**config.mk**
```make
export PLATFORM = sky130hd
export DESIGN_NAME = rs_drive_ctrl_flat
export DESIGN_NICKNAME = d
export VERILOG_FILES = /design/src/rtl/rs_pkg.sv /design/src/rtl/rs_drive_ctrl_if.sv /design/src/rtl/rs_pulse_timer.sv /design/src/rtl/rs_drive_ctrl.sv /design/src/flat_wrapper.sv
export SDC_FILE = /design/constraint.sdc
export NUM_CORES = 1
export LEC_CHECK = 0
export ABC_AREA = 1
export BUFFER_PORTS_ARGS = -buffer_cell sky130_fd_sc_hd__buf_2
export CORE_MARGIN = 2
export CORE_UTILIZATION = 49
export DETAILED_ROUTE_END_ITERATION = 12
export PLACE_DENSITY_LB_ADDON = 0.2
export SLEW_MARGIN = 5
export SYNTH_ARGS = -nofsm -noshare
export SYNTH_HDL_FRONTEND = slang
export SYNTH_SLANG_ARGS = --single-unit
```
**constraint.sdc**
```tcl
create_clock -name clk -period 1.5 [get_ports clk]
set_clock_uncertainty 0.05 [all_clocks]
set_input_delay 0.225 -clock clk [delete_from_list [all_inputs] [get_ports clk]]
set_output_delay 0.225 -clock clk [all_outputs]
set_load 0.005 [all_outputs]
```
**src/rtl/rs_pkg.sv**
```systemverilog
`default_nettype none
// rs_pkg: shared FSM state type and counter-width helper for the RS cell drive controller.
package rs_pkg;

  typedef enum logic [2:0] {
    IDLE   = 3'd0,
    PULSE  = 3'd1,
    SETTLE = 3'd2,
    CHECK  = 3'd3,
    DONE   = 3'd4
  } rs_drv_state_t;

  // Bits needed to hold 0..max_val, never less than one.
  function automatic int cnt_width(input int max_val);
    return (max_val < 1) ? 1 : $clog2(max_val + 1);
  endfunction

endpackage
`default_nettype wire

```
**src/rtl/rs_drive_ctrl_if.sv**
```systemverilog
`default_nettype none
// rs_drive_ctrl_if: request handshake, RS cell drive/readback and completion signals.
interface rs_drive_ctrl_if #(
  parameter int WIDTH = 8
);
  logic             req_valid;
  logic             req_ready;
  logic [WIDTH-1:0] req_mask;
  logic [WIDTH-1:0] req_value;
  logic [WIDTH-1:0] s_out;
  logic [WIDTH-1:0] r_out;
  logic [WIDTH-1:0] q_in;
  logic             done_valid;
  logic             done_err;
  logic [WIDTH-1:0] done_mismatch;

  // master: requester plus cell bank; slave: the drive controller.
  modport master (
    output req_valid, req_mask, req_value, q_in,
    input  req_ready, s_out, r_out, done_valid, done_err, done_mismatch
  );

  modport slave (
    input  req_valid, req_mask, req_value, q_in,
    output req_ready, s_out, r_out, done_valid, done_err, done_mismatch
  );
endinterface
`default_nettype wire

```
**src/rtl/rs_pulse_timer.sv**
```systemverilog
`default_nettype none
// rs_pulse_timer: loadable down-counter with zero flag, shared by the pulse and settle phases.
module rs_pulse_timer #(
  parameter int CNT_W = 2
) (
  input  logic             clk,
  input  logic             rst_n,
  input  logic             load,
  input  logic [CNT_W-1:0] load_val,
  output logic             zero
);

  logic [CNT_W-1:0] cnt_q, cnt_d;

  always_comb begin
    cnt_d = cnt_q;
    if (load) begin
      cnt_d = load_val;
    end else if (cnt_q != '0) begin
      cnt_d = cnt_q - 1'b1;
    end
  end

  always_ff @(posedge clk) begin
    if (!rst_n) begin
      cnt_q <= '0;
    end else begin
      cnt_q <= cnt_d;
    end
  end

  assign zero = (cnt_q == '0);

endmodule
`default_nettype wire

```
**src/rtl/rs_drive_ctrl.sv**
```systemverilog
`default_nettype none
// rs_drive_ctrl: drives masked set/reset pulses into an RS cell bank, reads back,
// retries failed bits and reports the outcome with a one-cycle done strobe.
module rs_drive_ctrl
  import rs_pkg::*;
#(
  parameter int WIDTH         = 8,
  parameter int PULSE_CYCLES  = 1,
  parameter int SETTLE_CYCLES = 2,
  parameter int MAX_RETRY     = 3
) (
  input  logic          clk,
  input  logic          rst_n,
  rs_drive_ctrl_if.slave bus
);

  localparam int RW = cnt_width(MAX_RETRY);
  localparam int TW = cnt_width((PULSE_CYCLES > SETTLE_CYCLES) ? PULSE_CYCLES : SETTLE_CYCLES);
  localparam logic [RW-1:0] RETRY_LIMIT = RW'(MAX_RETRY);
  // Timer is loaded with N-1 so the phase lasts N cycles including the zero cycle.
  localparam logic [TW-1:0] PULSE_LOAD  = TW'(PULSE_CYCLES - 1);
  localparam logic [TW-1:0] SETTLE_LOAD = TW'(SETTLE_CYCLES - 1);

  rs_drv_state_t    state_q, state_d;
  logic [WIDTH-1:0] mask_q, mask_d;
  logic [WIDTH-1:0] value_q, value_d;
  logic [WIDTH-1:0] pending_q, pending_d;
  logic [WIDTH-1:0] s_out_q, s_out_d;
  logic [WIDTH-1:0] r_out_q, r_out_d;
  logic [WIDTH-1:0] mismatch_q, mismatch_d;
  logic             done_valid_q, done_valid_d;
  logic             done_err_q, done_err_d;
  logic [RW-1:0]    retry_q, retry_d;
  logic [WIDTH-1:0] miss;
  logic             tmr_load;
  logic [TW-1:0]    tmr_val;
  logic             tmr_zero;

  rs_pulse_timer #(.CNT_W(TW)) u_timer (
    .clk      (clk),
    .rst_n    (rst_n),
    .load     (tmr_load),
    .load_val (tmr_val),
    .zero     (tmr_zero)
  );

  always_comb begin
    state_d      = state_q;
    mask_d       = mask_q;
    value_d      = value_q;
    pending_d    = pending_q;
    retry_d      = retry_q;
    done_valid_d = 1'b0;
    done_err_d   = 1'b0;
    mismatch_d   = '0;
    tmr_load     = 1'b0;
    tmr_val      = PULSE_LOAD;
    miss         = mask_q & (bus.q_in ^ value_q);

    case (state_q)
      IDLE: begin
        if (bus.req_valid) begin
          mask_d    = bus.req_mask;
          value_d   = bus.req_value;
          pending_d = bus.req_mask & (bus.q_in ^ bus.req_value);
          retry_d   = '0;
          if (pending_d == '0) begin
            state_d      = DONE;
            done_valid_d = 1'b1;
          end else begin
            state_d  = PULSE;
            tmr_load = 1'b1;
            tmr_val  = PULSE_LOAD;
          end
        end
      end
      PULSE: begin
        if (tmr_zero) begin
          state_d  = SETTLE;
          tmr_load = 1'b1;
          tmr_val  = SETTLE_LOAD;
        end
      end
      SETTLE: begin
        if (tmr_zero) state_d = CHECK;
      end
      CHECK: begin
        if (miss == '0) begin
          state_d      = DONE;
          done_valid_d = 1'b1;
        end else if (retry_q < RETRY_LIMIT) begin
          retry_d   = retry_q + 1'b1;
          pending_d = miss;
          state_d   = PULSE;
          tmr_load  = 1'b1;
          tmr_val   = PULSE_LOAD;
        end else begin
          state_d      = DONE;
          done_valid_d = 1'b1;
          done_err_d   = 1'b1;
          mismatch_d   = miss;
        end
      end
      DONE:    state_d = IDLE;
      default: state_d = IDLE;
    endcase

    // Drive outputs are registered off the next state so they line up with PULSE exactly.
    s_out_d = (state_d == PULSE) ? (pending_d & value_d)  : '0;
    r_out_d = (state_d == PULSE) ? (pending_d & ~value_d) : '0;
  end

  always_ff @(posedge clk) begin
    if (!rst_n) begin
      state_q      <= IDLE;
      mask_q       <= '0;
      value_q      <= '0;
      pending_q    <= '0;
      s_out_q      <= '0;
      r_out_q      <= '0;
      mismatch_q   <= '0;
      done_valid_q <= 1'b0;
      done_err_q   <= 1'b0;
      retry_q      <= '0;
    end else begin
      state_q      <= state_d;
      mask_q       <= mask_d;
      value_q      <= value_d;
      pending_q    <= pending_d;
      s_out_q      <= s_out_d;
      r_out_q      <= r_out_d;
      mismatch_q   <= mismatch_d;
      done_valid_q <= done_valid_d;
      done_err_q   <= done_err_d;
      retry_q      <= retry_d;
    end
  end

  assign bus.req_ready     = (state_q == IDLE) && rst_n;
  assign bus.s_out         = s_out_q;
  assign bus.r_out         = r_out_q;
  assign bus.done_valid    = done_valid_q;
  assign bus.done_err      = done_err_q;
  assign bus.done_mismatch = mismatch_q;

endmodule
`default_nettype wire

```
**src/flat_wrapper.sv**
```systemverilog
// flat-port wrapper written by rule: the top's interface ports become plain ports
module rs_drive_ctrl_flat import rs_pkg::*;
#(
  parameter int WIDTH         = 8,
  parameter int PULSE_CYCLES  = 1,
  parameter int SETTLE_CYCLES = 2,
  parameter int MAX_RETRY     = 3
)
  (clk, rst_n, bus_req_valid, bus_req_mask, bus_req_value, bus_q_in, bus_req_ready, bus_s_out, bus_r_out, bus_done_valid, bus_done_err, bus_done_mismatch);
  rs_drive_ctrl_if #(.WIDTH(WIDTH)) bus_i ();
  input  logic clk;
  input  logic rst_n;
  input wire logic [$bits(bus_i.req_valid)-1:0] bus_req_valid;
  input wire logic [$bits(bus_i.req_mask)-1:0] bus_req_mask;
  input wire logic [$bits(bus_i.req_value)-1:0] bus_req_value;
  input wire logic [$bits(bus_i.q_in)-1:0] bus_q_in;
  output wire logic [$bits(bus_i.req_ready)-1:0] bus_req_ready;
  output wire logic [$bits(bus_i.s_out)-1:0] bus_s_out;
  output wire logic [$bits(bus_i.r_out)-1:0] bus_r_out;
  output wire logic [$bits(bus_i.done_valid)-1:0] bus_done_valid;
  output wire logic [$bits(bus_i.done_err)-1:0] bus_done_err;
  output wire logic [$bits(bus_i.done_mismatch)-1:0] bus_done_mismatch;
  assign bus_i.req_valid = bus_req_valid;
  assign bus_i.req_mask = bus_req_mask;
  assign bus_i.req_value = bus_req_value;
  assign bus_i.q_in = bus_q_in;
  assign bus_req_ready = bus_i.req_ready;
  assign bus_s_out = bus_i.s_out;
  assign bus_r_out = bus_i.r_out;
  assign bus_done_valid = bus_i.done_valid;
  assign bus_done_err = bus_i.done_err;
  assign bus_done_mismatch = bus_i.done_mismatch;
  rs_drive_ctrl #(.WIDTH(WIDTH), .PULSE_CYCLES(PULSE_CYCLES), .SETTLE_CYCLES(SETTLE_CYCLES), .MAX_RETRY(MAX_RETRY)) u_core (.clk(clk), .rst_n(rst_n), .bus(bus_i));
endmodule
```
Word-level counts from Yosys, hierarchy flattened
Cells that the tools add are included.
{"block": "classes", "n_addsub": 2, "order_cmp": 1, "eq_ne": 7, "mux": 32, "bitwise": 9, "n_reduce_logical": 13}
{"operator": "2-to-1 mux 8 bit", "count": 5}
{"operator": "AND 8 bit", "count": 4}
{"operator": "2-to-1 mux 3 bit", "count": 6}
{"operator": "logical NOT 8 bit", "count": 2}
{"operator": "case mux 8 bit (2 select lines)", "count": 1}
{"operator": "XOR 8 bit", "count": 2}
{"operator": "2-to-1 mux 2 bit", "count": 6}
{"operator": "case mux 3 bit (4 select lines)", "count": 1}
{"operator": "2-to-1 mux 1 bit", "count": 10}
{"operator": "NOT 8 bit", "count": 1}
{"operator": "== test 3 x 1 -> 1 bit (second input constant)", "count": 2}
{"operator": "== test 3 x 2 -> 1 bit (second input constant)", "count": 2}
{"operator": "nonzero test 2 bit", "count": 3}
{"operator": "!= test 2 bit (second input constant)", "count": 2}
{"operator": "case mux 2 bit (2 select lines)", "count": 1}
{"operator": "AND reduction 2 bit", "count": 2}
{"operator": "AND reduction 4 bit", "count": 1}
{"operator": "OR reduction 4 bit", "count": 1}
{"operator": "logical NOT 3 bit", "count": 1}
{"operator": "case mux 1 bit (3 select lines)", "count": 1}
{"operator": "OR reduction 3 bit", "count": 1}
{"operator": "adder 2 x 1 -> 2 bit (second input constant)", "count": 1}
{"operator": "logical NOT 2 bit", "count": 1}
{"operator": "less-than comparator 2 bit (second input constant)", "count": 1}
{"operator": "other kinds (5)", "count": 6}
{"block": "word_totals", "register_bits": 57, "out_inout_bits": 27, "word_cells": 75}

Logic depth before layout (Yosys ltp)
{"block": "depth", "depth_word": 8, "mapped_depth": 13, "mapped_depth_nobuf": 12}

Cells and area by module
A second synthesis with hierarchy kept.
{"block": "hier_totals", "hier_cells": 363, "hier_area_um2": 2700.1}
{"mod": "rs_drive_ctrl", "instances": 1, "cells_per_inst": 347, "area_per_inst_um2": 2590.0, "seq_area_each_um2": 1101.1}
{"mod": "rs_pulse_timer", "instances": 1, "cells_per_inst": 16, "area_per_inst_um2": 110.1, "seq_area_each_um2": 40.0}

Worst setup path before layout
OpenSTA, ideal clock, no wires.
{"block": "synth_path", "path_kind": "register to register", "startpoint": "reg u_core.state_q[2]", "endpoint": "reg u_core.retry_q[0]", "setup_ns": 0.112, "t_arrival_ns": 1.420, "t_required_ns": 1.338, "setup_slack_ns": -0.082, "stages_incl_launch_ff": 9, "path_buffers": 2, "synth_period_minus_slack_ns": 1.582, "cell_sequence": "dfxtp_1 > nor3_4 > inv_4 > nor2_8 > inv_6 > buf_6 > buf_6 > a21oi_2 > nor2_1"}
{"block": "synth_between", "elab_chain_len": 3, "elab_cells_between_ends": 8, "cone_classes": "4 x eq/ne; 1 x mux; 3 x reduce/logical"}
{"item": "from (decl)", "line": "rs_drive_ctrl.sv:24", "text": "rs_drv_state_t state_q, state_d;"}
{"item": "from (signal assigned)", "line": "rs_drive_ctrl.sv:126", "text": "state_q <= state_d;"}
{"item": "== test 3 x 2 -> 1 bit / logical NOT 3 bit (equally long branches)", "line": "rs_drive_ctrl.sv:60", "text": "case (state_q)"}
{"item": "!= test 2 bit (no source line) (tied with other cells)"}
{"item": "AND reduction 4 bit (no source line)"}
{"item": "to (signal assigned)", "line": "rs_drive_ctrl.sv:135", "text": "retry_q <= retry_d;"}
{"item": "to (decl)", "line": "rs_drive_ctrl.sv:33", "text": "logic [RW-1:0] retry_q, retry_d;"}
Parallel ways exist; a longest one is shown, timed or not.
A chain may end at the register's enable or synchronous reset.

Final worst setup path
{"block": "layout_path", "startpoint": "reg u_core.value_q[7]", "endpoint": "reg u_core.r_out_q[2], in the netlist u_core.bus.r_out[2]"}
{"block": "layout_between", "elab_chain_len": 7, "elab_cells_between_ends": 10, "cone_classes": "1 x eq/ne; 4 x mux; 3 x bitwise; 2 x reduce/logical"}
{"item": "from (decl)", "line": "rs_drive_ctrl.sv:26", "text": "logic [WIDTH-1:0] value_q, value_d;"}
{"item": "from (signal assigned)", "line": "rs_drive_ctrl.sv:128", "text": "value_q <= value_d;"}
{"item": "XOR 8 bit *", "line": "rs_drive_ctrl.sv:58", "text": "miss = mask_q & (bus.q_in ^ value_q);"}
{"item": "AND 8 bit *", "line": "rs_drive_ctrl.sv:58"}
{"item": "logical NOT 8 bit *", "line": "rs_drive_ctrl.sv:88", "text": "if (miss == '0) begin"}
{"item": "2-to-1 mux 3 bit", "line": "rs_drive_ctrl.sv:88"}
{"item": "case mux 3 bit (4 select lines)", "line": "rs_drive_ctrl.sv:60"}
{"item": "== test 3 x 1 -> 1 bit", "line": "rs_drive_ctrl.sv:110", "text": "r_out_d = (state_d == PULSE) ? (pending_d & ~value_d) : '0;"}
{"item": "AND reduction 2 bit (no source line)"}
{"item": "to (signal assigned)", "line": "rs_drive_ctrl.sv:131", "text": "r_out_q <= r_out_d;"}
{"item": "to (decl)", "line": "rs_drive_ctrl.sv:29", "text": "logic [WIDTH-1:0] r_out_q, r_out_d;"}
Mark *: on every way between the ends. The rest lies on a longest branch, timed or not.

==> metrics.md <==
| Metric | Value |
|---|---|
| Largest family of logic cells by synthesized area | `simple AND/OR/NAND/NOR gates` |
| Post-Synth XOR/XNOR Area | `0%` |
| Nets | `539` |
| Final WL | `7912 um` |
| CP top delay family | `simple AND/OR/NAND/NOR gates` |
| Worst flop-to-flop path startpoint | `u_core.value_q[7]` |
| Share of layout cells above drive strength 1 | `50.10%` |
| Antenna fix cells | `0` |
| Largest net degree at the start of global routing | `25` |
| Via count | `2972` |
| Core Area | `5473 um^2` |
| CP required | `1730 ps` |
| Worst setup SP type | `flop` |
| Clk_lat worst skew | `340 ps` |
| Crit share post-route | `103.5%` |
| Layout Utilization | `74.65%` |
| Post-synthesis sequential area ratio | `41.16%` |
| Reg2reg end | `u_core.bus.r_out[2]` |
| WS Path Type | `reg2reg` |
| Tmin final | `1552 ps` |
| Syn avg cell area | `6.932 um^2` |
| Setup WS post-layout | `-51.80 ps` |
| DRT iter0 DRCs | `168` |
| Depth of the CTS H-tree | `3` |
| Endpoints failing setup | `18` |
| Max-cap violations | `0` |
| Most frequent cells in the layout | `nand2_1 (91), buf_2 (53), buf_4 (48)` |
| Final hold violation count | `0` |
| Vias in the first global route | `2869` |
| Outcome | `finished, violations left` |
| Worst hold path type | `in2reg` |
| Setup crit start | `u_core.value_q[7]` |
| Crit path cell chain | `inv_2 -> nand2_2 -> nand3_2 -> nand2_2 -> nor2_4 -> buf_6 -> nand3_1 -> nand2_1 -> nand2_1 -> nand3_2 -> nand2_2 -> nor2_2` |
| Total die area | `6276 um^2` |
| Post-synth cell types | `33` |
| VDD IR max | `1309 uV` |
| Net Count, Synth | `429` |
| DRT antenna net count | `0` |
| Hold path endpoint | `u_core.mask_q[1]` |
| Global route overflow | `0` |
| Initial core utilization | `50.66%` |
| Slew HR | `73.02%` |
| Slowest cell on crit path | `dfxtp_2` |
| Crit path max fanout | `8` |
| Gpl congestion | `0.9025` |
| Hold path depth | `3` |
| Cells after Synth | `400` |
| Hold_sp | `bus_req_mask[1]` |
| Compound-cell area share of the yosys netlist | `9.025%` |
| IO Count | `54` |
| Pwr Total | `7.042 mW` |
| Pre-CTS setup slack | `-206.5 ps` |
| Initial antenna violation count | `0` |
| #FFs+latches synth | `57` |
| Hold_ws | `76.36 ps` |
| Crit. End Element | `flop` |
| Failing checks | `negative setup slack` |
| Reg2Reg Setup Slack | `-50 ps` |
| Post-synthesis adder-cell area fraction | `0.9025%` |
| Row count | `27` |
| FILL cells | `422` |
| Crit path top cell by count | `nand2_2` |
| Commonest non-fill, non-tap cell in the layout | `nand2_1` |
| Netlist Area Pre-Place | `2773 um^2` |
| Post-synthesis mux area share | `0%` |
| Synth Warn # | `0` |
| WL per Instance | `13.48 um` |
| Drt first pass iters | `5` |
| Area grow syn2layout | `47.34%` |
| Die Y | `79.22 um` |
| Hold buffers post-CTS | `0` |
| Lkg Pwr | `2.023 nW` |
| CTS root buffer | `clkbuf_8` |
| Power per standard cell area | `1724 nW/um^2` |
| DR vias/cell | `5.063` |
| Crit path largest cell delay | `320 ps` |
| HPWL Detailed | `5214 um` |
| Worst Path Buf+Inv | `2` |
| WP data arrival | `1780 ps` |
| CTS Sinks | `57` |
| RSZ-0062 raised after global routing | `yes` |
| I/O Buffers | `53` |
| Global Route Usage Sum | `25.41%` |
| CTS tree | `yes` |
| Reg clk slew, reported paths | `70 ps` |
| Final slew viol count | `0` |
| FMAX | `0.6444 GHz` |
| DRC violations left | `0` |
| Clk buf depth | `2` |
| Die Wd | `79.22 um` |
| First-pass GRT wire length | `12290 um` |
| CTS buffer count | `9` |
| Post-synthesis simple-gate area fraction | `39.76%` |
| Worst Tran Pin Value | `404.7 ps` |
| Reg2Reg Depth | `12` |
## where the power goes
group | switching, mW | internal, mW
Sequential | 0.185 | 1.79
Clock | 0.618 | 1.02
Combinational | 2.10 | 1.33
## cell families (layout without fill, tap and decap cells)
kind of cell	after synthesis	after routing
flip-flops	57	57
AO/OA/AOI/OAI	42	42
AND/OR/NAND/NOR	240	242
adder cells (fa/ha/maj)	2	2
buffers and inverters	59	172
## metal layers
metal  vias up  global-route usage [%]  wire length [um]
met2        94                   46.10              4082
li1       1473                       -                 -
met5         -                       0                 0
met4         0                   13.10               285
met3        28                   7.045               387
met1      1377                   26.60              3157
## stage by stage
stage	cells	cell area (um^2)	setup TNS (ps)
4_1_cts	582	3770	-548.3
5_1_grt	587	4085	-3200
2_1_floorplan	400	2801	-1084
6_report	587	4085	-576.1
3_3_place_gp	564	3476	-3332
3_5_place_dp	564	3476	-4579
## registers in the layout, summed over array words and instances, names as in the netlist
register / flops
u_core.pending_q: 8
u_core.bus.done_err: 1
u_core.bus.done_valid: 1
u_core.bus.s_out: 8
u_core.bus.r_out: 8
u_core.value_q: 8
u_core.u_timer.cnt_q: 2
u_core.state_q: 3
u_core.bus.done_mismatch: 8
u_core.retry_q: 2
u_core.mask_q: 8
## synthesized netlist by cell type (all sizes together)
cell,instances,share of area [%]
o211ai,1,0.27
ha,2,0.90
dfxtp,57,41
clkbuf,6,0.81
or2,7,1.6
inv,48,6.8
nand3,37,7.5
buf,5,1.6
a21boi,1,0.27
o21ai,34,7.2
a21oi,5,1.0
a31oi,1,0.23
nor3,4,1.3
nand2,130,19
nand4,3,0.68
nor2,59,10
## worst max-delay path by stage
stage	slack, ps	depth (start not counted)	end
final	-50	12	u_core.bus.r_out[2]
after global routing	-130	12	u_core.bus.r_out[7]
after CTS	-70	5	bus_req_ready
after detailed placement	-210	11	u_core.bus.s_out[7]
after global placement	-170	10	u_core.bus.s_out[2]
after floorplan	-70	8	u_core.retry_q[0]
## worst register-to-register path, stage by stage (launching register included)
cell and delay (ps):
dfxtp_2 320, inv_2 70, nand2_2 60, nand3_2 70, nand2_2 70, nor2_4 210, buf_6 190, nand3_1 70
nand2_1 60, nand2_1 60, nand3_2 90, nand2_2 60, nor2_2 110
## final cells by class
class / count / area, um^2 / area share [%]
clock buffers: 11 / 151.4 / 3.706
clock inverters: 5 / 77.57 / 1.899
inverters: 48 / 187.7 / 4.594
multi-input cells: 286 / 1702 / 41.65
flip-flops and latches: 57 / 1155 / 28.27
well taps: 72 / 90.09 / 2.205
repair buffers: 108 / 721.9 / 17.67
## what timing repair did
| item | 4_1_cts | 5_1_grt |
|---|---|---|
| setup buffers | 1 | 4 |
| pin swaps | 0 | 23 |
| gates cloned | 1 | 1 |
| resized for setup | 12 | 86 |
| endpoints found under the setup margin | 37 | 40 |
No activity file was read; power rests on OpenSTA's default activity.
